<file path="src/rtl/sccb_cfg_pkg.sv">
// Shared types and table markers for the SCCB configuration sequencer.
package sccb_cfg_pkg;

  typedef enum logic [3:0] {
    ST_IDLE,
    ST_FETCH,
    ST_DECODE,
    ST_ISSUE,
    ST_WAIT,
    ST_DELAY,
    ST_NEXT,
    ST_DONE,
    ST_ERROR
  } sccb_cfg_state_e;

  // One table entry: register address followed by register data.
  typedef struct packed {
    logic [7:0] addr;
    logic [7:0] data;
  } sccb_cfg_entry_t;

  localparam logic [15:0] SCCB_CFG_END        = 16'hFFFF;
  localparam logic [7:0]  SCCB_CFG_DELAY_ADDR = 8'hF0;

endpackage

</file>
<file path="src/rtl/sccb_cfg_rom.sv">
// Camera register table with a registered output (entry valid one clock after index).
module sccb_cfg_rom
  import sccb_cfg_pkg::*;
#(
  parameter int unsigned ROM_DEPTH = 64,
  localparam int unsigned ROM_AW = $clog2(ROM_DEPTH)
) (
  input  logic                  clk,
  input  logic                  rst_n,
  input  logic [ROM_AW-1:0]     index,
  output sccb_cfg_entry_t       entry
);

  sccb_cfg_entry_t entry_c;

  // Register list; unlisted slots read as end of table.
  always_comb begin
    entry_c = SCCB_CFG_END;
    case (index)
      ROM_AW'(0): entry_c = '{addr: 8'h12, data: 8'h80};
      ROM_AW'(1): entry_c = '{addr: SCCB_CFG_DELAY_ADDR, data: 8'h00};
      ROM_AW'(2): entry_c = '{addr: 8'h11, data: 8'h01};
      ROM_AW'(3): entry_c = SCCB_CFG_END;
      default:    entry_c = SCCB_CFG_END;
    endcase
  end

  // Output register.
  always_ff @(posedge clk or negedge rst_n) begin
    if (!rst_n) begin
      entry <= '0;
    end else begin
      entry <= entry_c;
    end
  end

endmodule

</file>
<file path="src/rtl/sccb_config_sequencer.sv">
// Walks the camera register table and issues one SCCB write per entry.
// Optional feature: define SCCB_CFG_RETRY_EN to retry a failed write up to RETRY_MAX times.
module sccb_config_sequencer
  import sccb_cfg_pkg::*;
#(
  parameter int unsigned ROM_DEPTH      = 64,
  parameter int unsigned SETTLE_CYCLES  = 1_000_000,
  parameter int unsigned TIMEOUT_CYCLES = 200_000,
  parameter int unsigned RETRY_MAX      = 3,
  localparam int unsigned ROM_AW = $clog2(ROM_DEPTH)
) (
  input  logic              clk,
  input  logic              rst_n,
  input  logic              start,
  output logic              busy,
  output logic              done,
  output logic              error,
  output logic [ROM_AW-1:0] err_index,
  output logic              sccb_transmit,
  output logic [7:0]        sccb_address,
  output logic [7:0]        sccb_write_data,
  input  logic              sccb_busy,
  input  logic              sccb_done,
  input  logic              sccb_nack
);

  localparam int unsigned TMO_W = $clog2(TIMEOUT_CYCLES + 1);
  localparam int unsigned DLY_W = $clog2(SETTLE_CYCLES + 1);
  localparam logic [ROM_AW-1:0] LAST_INDEX = ROM_AW'(ROM_DEPTH - 1);

  sccb_cfg_state_e  state;
  logic [ROM_AW-1:0] index;
  logic [TMO_W-1:0]  tmo_cnt;
  logic [DLY_W-1:0]  dly_cnt;
  sccb_cfg_entry_t   rom_entry;
  logic              fail_c;
  logic              retry_ok_c;

  sccb_cfg_rom #(
    .ROM_DEPTH (ROM_DEPTH)
  ) u_rom (
    .clk   (clk),
    .rst_n (rst_n),
    .index (index),
    .entry (rom_entry)
  );

  // A write fails on a NACKed completion or when the wait budget runs out.
  assign fail_c = sccb_done ? sccb_nack : (tmo_cnt == '0);

`ifdef SCCB_CFG_RETRY_EN
  localparam int unsigned RETRY_W = (RETRY_MAX > 0) ? $clog2(RETRY_MAX + 1) : 1;
  logic [RETRY_W-1:0] retry_cnt;

  assign retry_ok_c = (retry_cnt < RETRY_W'(RETRY_MAX));

  // Retries used on the current entry; cleared whenever a new entry is decoded.
  always_ff @(posedge clk or negedge rst_n) begin
    if (!rst_n) begin
      retry_cnt <= '0;
    end else if (state == ST_DECODE) begin
      retry_cnt <= '0;
    end else if (state == ST_WAIT && fail_c && retry_ok_c) begin
      retry_cnt <= retry_cnt + RETRY_W'(1);
    end
  end
`else
  assign retry_ok_c = 1'b0;
`endif

  // Sequencer FSM with registered status and bus request outputs.
  always_ff @(posedge clk or negedge rst_n) begin
    if (!rst_n) begin
      state           <= ST_IDLE;
      index           <= '0;
      tmo_cnt         <= '0;
      dly_cnt         <= '0;
      busy            <= 1'b0;
      done            <= 1'b0;
      error           <= 1'b0;
      err_index       <= '0;
      sccb_transmit   <= 1'b0;
      sccb_address    <= '0;
      sccb_write_data <= '0;
    end else begin
      sccb_transmit <= 1'b0;
      case (state)
        ST_IDLE: begin
          if (start) begin
            index <= '0;
            done  <= 1'b0;
            error <= 1'b0;
            busy  <= 1'b1;
            state <= ST_FETCH;
          end
        end
        ST_FETCH: state <= ST_DECODE;
        ST_DECODE: begin
          if (16'(rom_entry) == SCCB_CFG_END) begin
            done  <= 1'b1;
            busy  <= 1'b0;
            state <= ST_DONE;
          end else if (rom_entry.addr == SCCB_CFG_DELAY_ADDR) begin
            dly_cnt <= DLY_W'(SETTLE_CYCLES - 1);
            state   <= ST_DELAY;
          end else begin
            sccb_address    <= rom_entry.addr;
            sccb_write_data <= rom_entry.data;
            state           <= ST_ISSUE;
          end
        end
        ST_ISSUE: begin
          if (!sccb_busy) begin
            sccb_transmit <= 1'b1;
            tmo_cnt       <= TMO_W'(TIMEOUT_CYCLES - 1);
            state         <= ST_WAIT;
          end
        end
        ST_WAIT: begin
          if (sccb_done && !sccb_nack) begin
            state <= ST_NEXT;
          end else if (fail_c) begin
            if (retry_ok_c) begin
              state <= ST_ISSUE;
            end else begin
              error     <= 1'b1;
              err_index <= index;
              busy      <= 1'b0;
              state     <= ST_ERROR;
            end
          end else begin
            tmo_cnt <= tmo_cnt - TMO_W'(1);
          end
        end
        ST_DELAY: begin
          if (dly_cnt == '0) begin
            state <= ST_NEXT;
          end else begin
            dly_cnt <= dly_cnt - DLY_W'(1);
          end
        end
        ST_NEXT: begin
          if (index == LAST_INDEX) begin
            done  <= 1'b1;
            busy  <= 1'b0;
            state <= ST_DONE;
          end else begin
            index <= index + ROM_AW'(1);
            state <= ST_FETCH;
          end
        end
        ST_DONE:  state <= ST_IDLE;
        ST_ERROR: state <= ST_IDLE;
        default:  state <= ST_IDLE;
      endcase
    end
  end

endmodule
</file>
<file path="config.mk">
export PLATFORM = sky130hd
export DESIGN_NAME = sccb_config_sequencer
export DESIGN_NICKNAME = d
export VERILOG_FILES = /design/src/rtl/sccb_cfg_pkg.sv /design/src/rtl/sccb_cfg_rom.sv /design/src/rtl/sccb_config_sequencer.sv
export SDC_FILE = /design/constraint.sdc
export NUM_CORES = 1
export LEC_CHECK = 0
export BUFFER_PORTS_ARGS = -buffer_cell sky130_fd_sc_hd__buf_2
export CORE_ASPECT_RATIO = 0.5
export CORE_MARGIN = 2
export CORE_UTILIZATION = 45
export CTS_BUF_LIST = sky130_fd_sc_hd__clkbuf_8
export DETAILED_ROUTE_END_ITERATION = 10
export PLACE_DENSITY_LB_ADDON = 0.15
export REMOVE_ABC_BUFFERS = 1
export SYNTH_ARGS = -nofsm -noshare
export SYNTH_HDL_FRONTEND = slang
export SYNTH_SLANG_ARGS = --single-unit
</file>
<file path="constraint.sdc">
create_clock -name clk -period 2.4 [get_ports clk]
set_clock_uncertainty 0.15 [all_clocks]
set_input_delay 0.12 -clock clk [delete_from_list [all_inputs] [get_ports clk]]
set_output_delay 0.12 -clock clk [all_outputs]
set_load 0.05 [all_outputs]
</file>
Yosys cells after proc, flatten, opt, wreduce, memory -nomap -nowiden

Cells that the tools add are included.

Bits in registers: 90
Output and inout port bits: 26
Word-level logic and storage cells: 101

Add/subtract/negate cells: 3
Bitwise gates (word level): 3
Multiplexer cells: 37
Reductions and logical operators: 21
Eq/ne operators: 24

Operators by type and width:

| kind                    | number |
|---|---|
| $mux W20                | 3 |
| $mux W18                | 3 |
| $pmux W16 S3            | 1 |
| $pmux W20 S2            | 1 |
| $pmux W18 S2            | 1 |
| $pmux W4 S7             | 1 |
| $ne A2 B2 Y1 const B    | 12 |
| $logic_not A20 Y1       | 1 |
| $mux W4                 | 5 |
| $reduce_and A4 Y1       | 5 |
| $sub A20 B1 Y20 const B | 1 |
| $logic_not A18 Y1       | 1 |
| $sub A18 B1 Y18 const B | 1 |
| $eq A16 B16 Y1 const B  | 1 |
| $mux W1                 | 13 |
| $eq A4 B3 Y1 const B    | 3 |
| $mux W6                 | 2 |
| $pmux W6 S2             | 1 |
| $mux W3                 | 3 |
| $reduce_and A3 Y1       | 3 |
| $eq A4 B2 Y1 const B    | 2 |
| $eq A8 B8 Y1 const B    | 1 |
| $reduce_bool A2 Y1      | 4 |
| $add A6 B1 Y6 const B   | 1 |
| 16 further kinds        | 18 |

Longest topological paths before layout

Depth in word-level cells: 5
Mapped depth: 8
Mapped depth without buffers: 7

By module

A second synthesis with hierarchy kept.

Cells, all modules: 423
Area total of the unflattened synthesis: 4147.7 um2

Modules (own cells, without submodules):

| module                | times used | sequential area each (um2) | area each (um2) | cells each |
|---|---|---|---|---|
| sccb_config_sequencer | 1          | 1851.8                     | 3882.5          | 399 |
| sccb_cfg_rom          | 1          | 125.1                      | 265.3           | 24 |

Worst setup path after synthesis

OpenSTA, ideal clock, no wires.

Kind: reg-to-reg
Start: register dly_cnt[6]
End: register dly_cnt[5]
Slack: 223 ps
Library setup time: 126 ps
Data arrival time: 1901 ps
Cell stages (with the launch flop): 7
Cell sequence: dfrtp_1 > or4_4 > or3_4 > o21a_1 > buf_6 > a311oi_1 > nor2_1

Longest elaborated chain between the ends: 3

Ends and longest elaborated chain:

| item                               | RTL line                     | text |
|---|---|---|
| start: declaration                 | sccb_config_sequencer.sv:34  | `logic [DLY_W-1:0] dly_cnt;` |
| start signal: assignment           | sccb_config_sequencer.sv:104 | `dly_cnt <= DLY_W'(SETTLE_CYCLES - 1);` |
| start signal: assignment           | sccb_config_sequencer.sv:139 | `dly_cnt <= dly_cnt - DLY_W'(1);` |
| $logic_not A20 Y1                  | sccb_config_sequencer.sv:136 | `if (dly_cnt == '0) begin` |
| $ne A2 B2 Y1 (no source line)      | --                           |  |
| $reduce_and A4 Y1 (no source line) | --                           |  |

No other way between the ends.
A chain may end at the register's enable or synchronous reset.

Worst setup path in the final report

Start: register dly_cnt[6]
End: register dly_cnt[18]

Longest elaborated chain between the ends: 3

Ends and longest elaborated chain:

| item                                                 | RTL line |
|---|---|
| $sub A20 B1 Y20 or $logic_not A20 Y1 (tied branches) | sccb_config_sequencer.sv:139, sccb_config_sequencer.sv:136 |
| $mux W20 or $ne A2 B2 Y1 (tied branches)             | -- |
| $pmux W20 S2 or $reduce_and A4 Y1 (tied branches)    | -- |

Several ways; a longest one is shown, not always the timed one. The select of a mux whose other input is x is not followed.

==> impl_results.md <==
* Crit path cell chain: or4_4 > nor3_2 > nand4_1 > or4_1 > nand3_1
* WL per Instance at 15.32 µm
* Via Count at 3105
* Vias in the first global route at 2969
* Combinational share of power at 45.6%
* Number of synthesis warnings at 0
* DP Wirelength at 5944 µm
* Starting Density at 46.02%
* CTS clk-pin slew, worst paths at 0.07 ns
* GP Congestion at 0.8199
* First-pass DRT Iterations at 4
* Psw at 2.227 mW
* Core area at 7914 µm²
* Flop pwr share at 34.5%
* Diodes inserted at 0
* Post-layout util at 53.66%
* Drt drc at 0
* Seq cells post-synth at 68
* Die area at 8873 µm²
* Clock Sinks at 68
* Reg-to-Reg End: dly_cnt[18]
* Worst r2r src: dly_cnt[6]
* # nets final at 439
* DRT iter0 DRCs at 233
* Storage element area at 1702 µm²
* RSZ-0062 raised after global routing: true
* Die extent in x at 131.2 µm
* Part of the power in the clock network at 19.9%
* Peak supply drop at 0.3758 mV
* Syn_area_per_cell at 9.610 µm²
* Ports at 32
* Clock latency on the worst-skew pair at 0.35 ns
* FMAX at 435.3 MHz
* Area of the multi-input gates at 1749 µm²
* Worst setup EP type: flip-flop
* Placement Rows at 23
* Worst-case reg-to-reg path depth at 5
* Top FF cell, synth: dfrtp_1
* First-pass GRT wire length at 14180 µm
* Fin Setup TNS at 0 ns
* Power, Total at 5.176 mW
* Max stage delay cell, worst path: or4_4
* Worst Setup Start Kind: flip-flop
* Via density at 5.718
* Minimum clock period after layout at 2.297 ns
* # setup viols final at 0
* GRT overflow at 0
* Hold Path Class: in2reg
* Layout area overhead at 16.59%
* Netlist cell types at 61
* Share of layout cells above drive strength 1 at 23.67%
* Seq/Total Area, Yosys at 46.72%
* Leakage power at 1.989 nW
* H-Tree Depth at 3
* Synth Instances at 379
* Outcome: finished clean
* Crit path launch: dly_cnt[6]
* Tot GR Track Use at 20.39%
* R2R setup slack at 0.10 ns
* CP max stage delay at 0.56 ns
* IO buf count at 31
* Setup WS post-layout at 0.1026 ns
* Hold Crit Start: sccb_done
* Number of synthesized flops with an enable pin at 0
* WS Path Type: reg2reg
* P_int at 2.949 mW
* Worst-margin pin slew at 0.8528 ns
* Largest net degree at the start of global routing at 69
* Initial antenna violation count at 0
* CP Max Fanout at 9
* Routed Antenna Nets at 0
* Max-cap violation count at 0
* Slew Limit Headroom at 42.55%
* Max-slew violations at 0
* Pwr Density at 1219 nW/µm²
* Switch share at 43.03%
* Worst hold slack at 0.06410 ns
* Tcrit/Tclk final at 95.72%
* Floorplan die height at 67.62 µm
* CTS root buffer: clkbuf_8
* Hold Fails Final Rpt at 0
* Worst slack at placement at 0.1035 ns
* CTS tree: built
* Final Routed Wirelength at 8320 µm
* Mapped cell area at 3642 µm²
* Synth async-reset ratio at 100.0%
* Max Root-Sink Buffers at 2
* Worst path required time at 2.52 ns
* CTS Buf Count at 9
* Termination of the worst setup path: dly_cnt[18]
* Critical Path AT at 2.42 ns
* Fillcell total at 717
critical path, delay by kind of cell, from the launching register on:
family	cells	cell delay, ns
simple gates	5	1.66
flops	1	0.42
flip-flops by register name, summed over array words and instances, names as in the netlist:
name,flops
busy,1
dly_cnt,20
done,1
err_index,6
error,1
index,6
sccb_address,5
sccb_transmit,1
state,4
tmo_cnt,18
u_rom.entry,5
cell usage in the layout, fill, tap and decap left out, types with 3 or more instances in the layout:
cell type and instances:
nor2_1 25, or2_2 5, inv_1 18, o41ai_1 4, and3_1 5, or4_1 5
a21o_1 4, o211ai_1 3, dfrtp_1 68, nor3_1 16, clkinv_2 3, nand2_1 23
ha_1 7, o31ai_1 10, nand3_1 14, or3_1 15, mux2_2 10, and2_1 5
a31oi_1 16, clkbuf_8 10, o21ai_0 30, nor4_1 7, buf_2 31, nand4_1 3
buf_4 24, nand2b_1 4, a21oi_1 20
worst min-delay path by stage:
stage / cells past startpoint / slack [ns] / to
after floorplan: 0 / -0.33 / busy
after global placement: 2 / 0.02 / dly_cnt[15]
after detailed placement: 2 / 0.02 / dly_cnt[19]
after CTS: 4 / 0.05 / tmo_cnt[8]
after global routing: 4 / 0.05 / tmo_cnt[8]
final: 4 / 0.06 / tmo_cnt[8]
power groups by stage:
stage / clock, mW / sequential (mW) / combinational [mW]
final: 1.03 / 1.79 / 2.36
after global routing: 1.11 / 1.84 / 2.59
after CTS: 1.06 / 1.78 / 2.32
after detailed placement: 0 / 1.80 / 2.30
after global placement: 0 / 1.77 / 2.23
after floorplan: 0 / 2.24 / 1.24
area by class of cell:
class,instances,share of cell area [%]
clock buffers,10,3.241
repair buffers,58,8.839
well taps,112,3.300
flip-flops and latches,68,40.07
multi-input cells,272,41.19
clock inverters,6,1.856
inverters,17,1.503
through the flow:
| step | std cells | cell area (µm²) |
|---|---|---|
| after detailed placement | 524 | 3980 |
| after floorplan | 357 | 3492 |
| final | 543 | 4247 |
| after CTS | 542 | 4217 |
| after global placement | 524 | 3980 |
| after global routing | 543 | 4247 |
metal layers:
layer | global-route usage, % | part of all wire, % | routed length [µm]
met1 | 26.09 | 49 | 4068
met5 | 0 | 0 | 0
met2 | 33.22 | 47 | 3885
met3 | 6.456 | 3.6 | 301
met4 | 7.609 | 0.78 | 65
synthesized netlist by cell type, types with 2 or more instances:
library cell	count	share of area, %
and2_1	5	0.86
a21o_1	4	0.82
and3_1	5	0.86
a22o_1	2	0.48
mux2_2	10	3.1
nor3_1	16	2.2
nor2_1	25	2.6
o41ai_1	5	1.2
ha_1	7	2.4
nand3b_1	2	0.41
or2_2	5	0.86
or3_4	2	0.62
a211oi_1	2	0.41
or3_1	15	2.6
nand2_1	23	2.4
o21bai_1	2	0.41
o211ai_1	3	0.62
or4_2	2	0.48
nand3_1	14	1.9
buf_2	5	0.69
buf_4	14	2.9
a21oi_1	20	2.7
inv_1	17	1.8
o31ai_1	10	2.1
o21ai_0	30	4.1
o22ai_1	2	0.34
a31oi_1	16	2.7
dfrtp_1	68	47
nand2b_1	4	0.69
or4_1	5	1.0
nor4_1	7	1.2
nand4_1	3	0.52
logic make-up after synthesis:
kind of cell	count (synthesis)	synth area share [%]
xor+xnor	1	0.2405
buf+inv	39	5.874
compound gates	109	19.10
fa+ha+maj	7	2.405
simple gates	143	22.19
mux	11	3.367
flops	68	46.72
other cells	1	0.1030
repair_timing:
action                                  CTS  global route
gates resized for setup                   0             4
hold endpoints to repair                 70             0
hold buffers                              2             0
setup buffers                             0             1
endpoints found under the setup margin    0            15
Power figures use the tool's default switching activity.
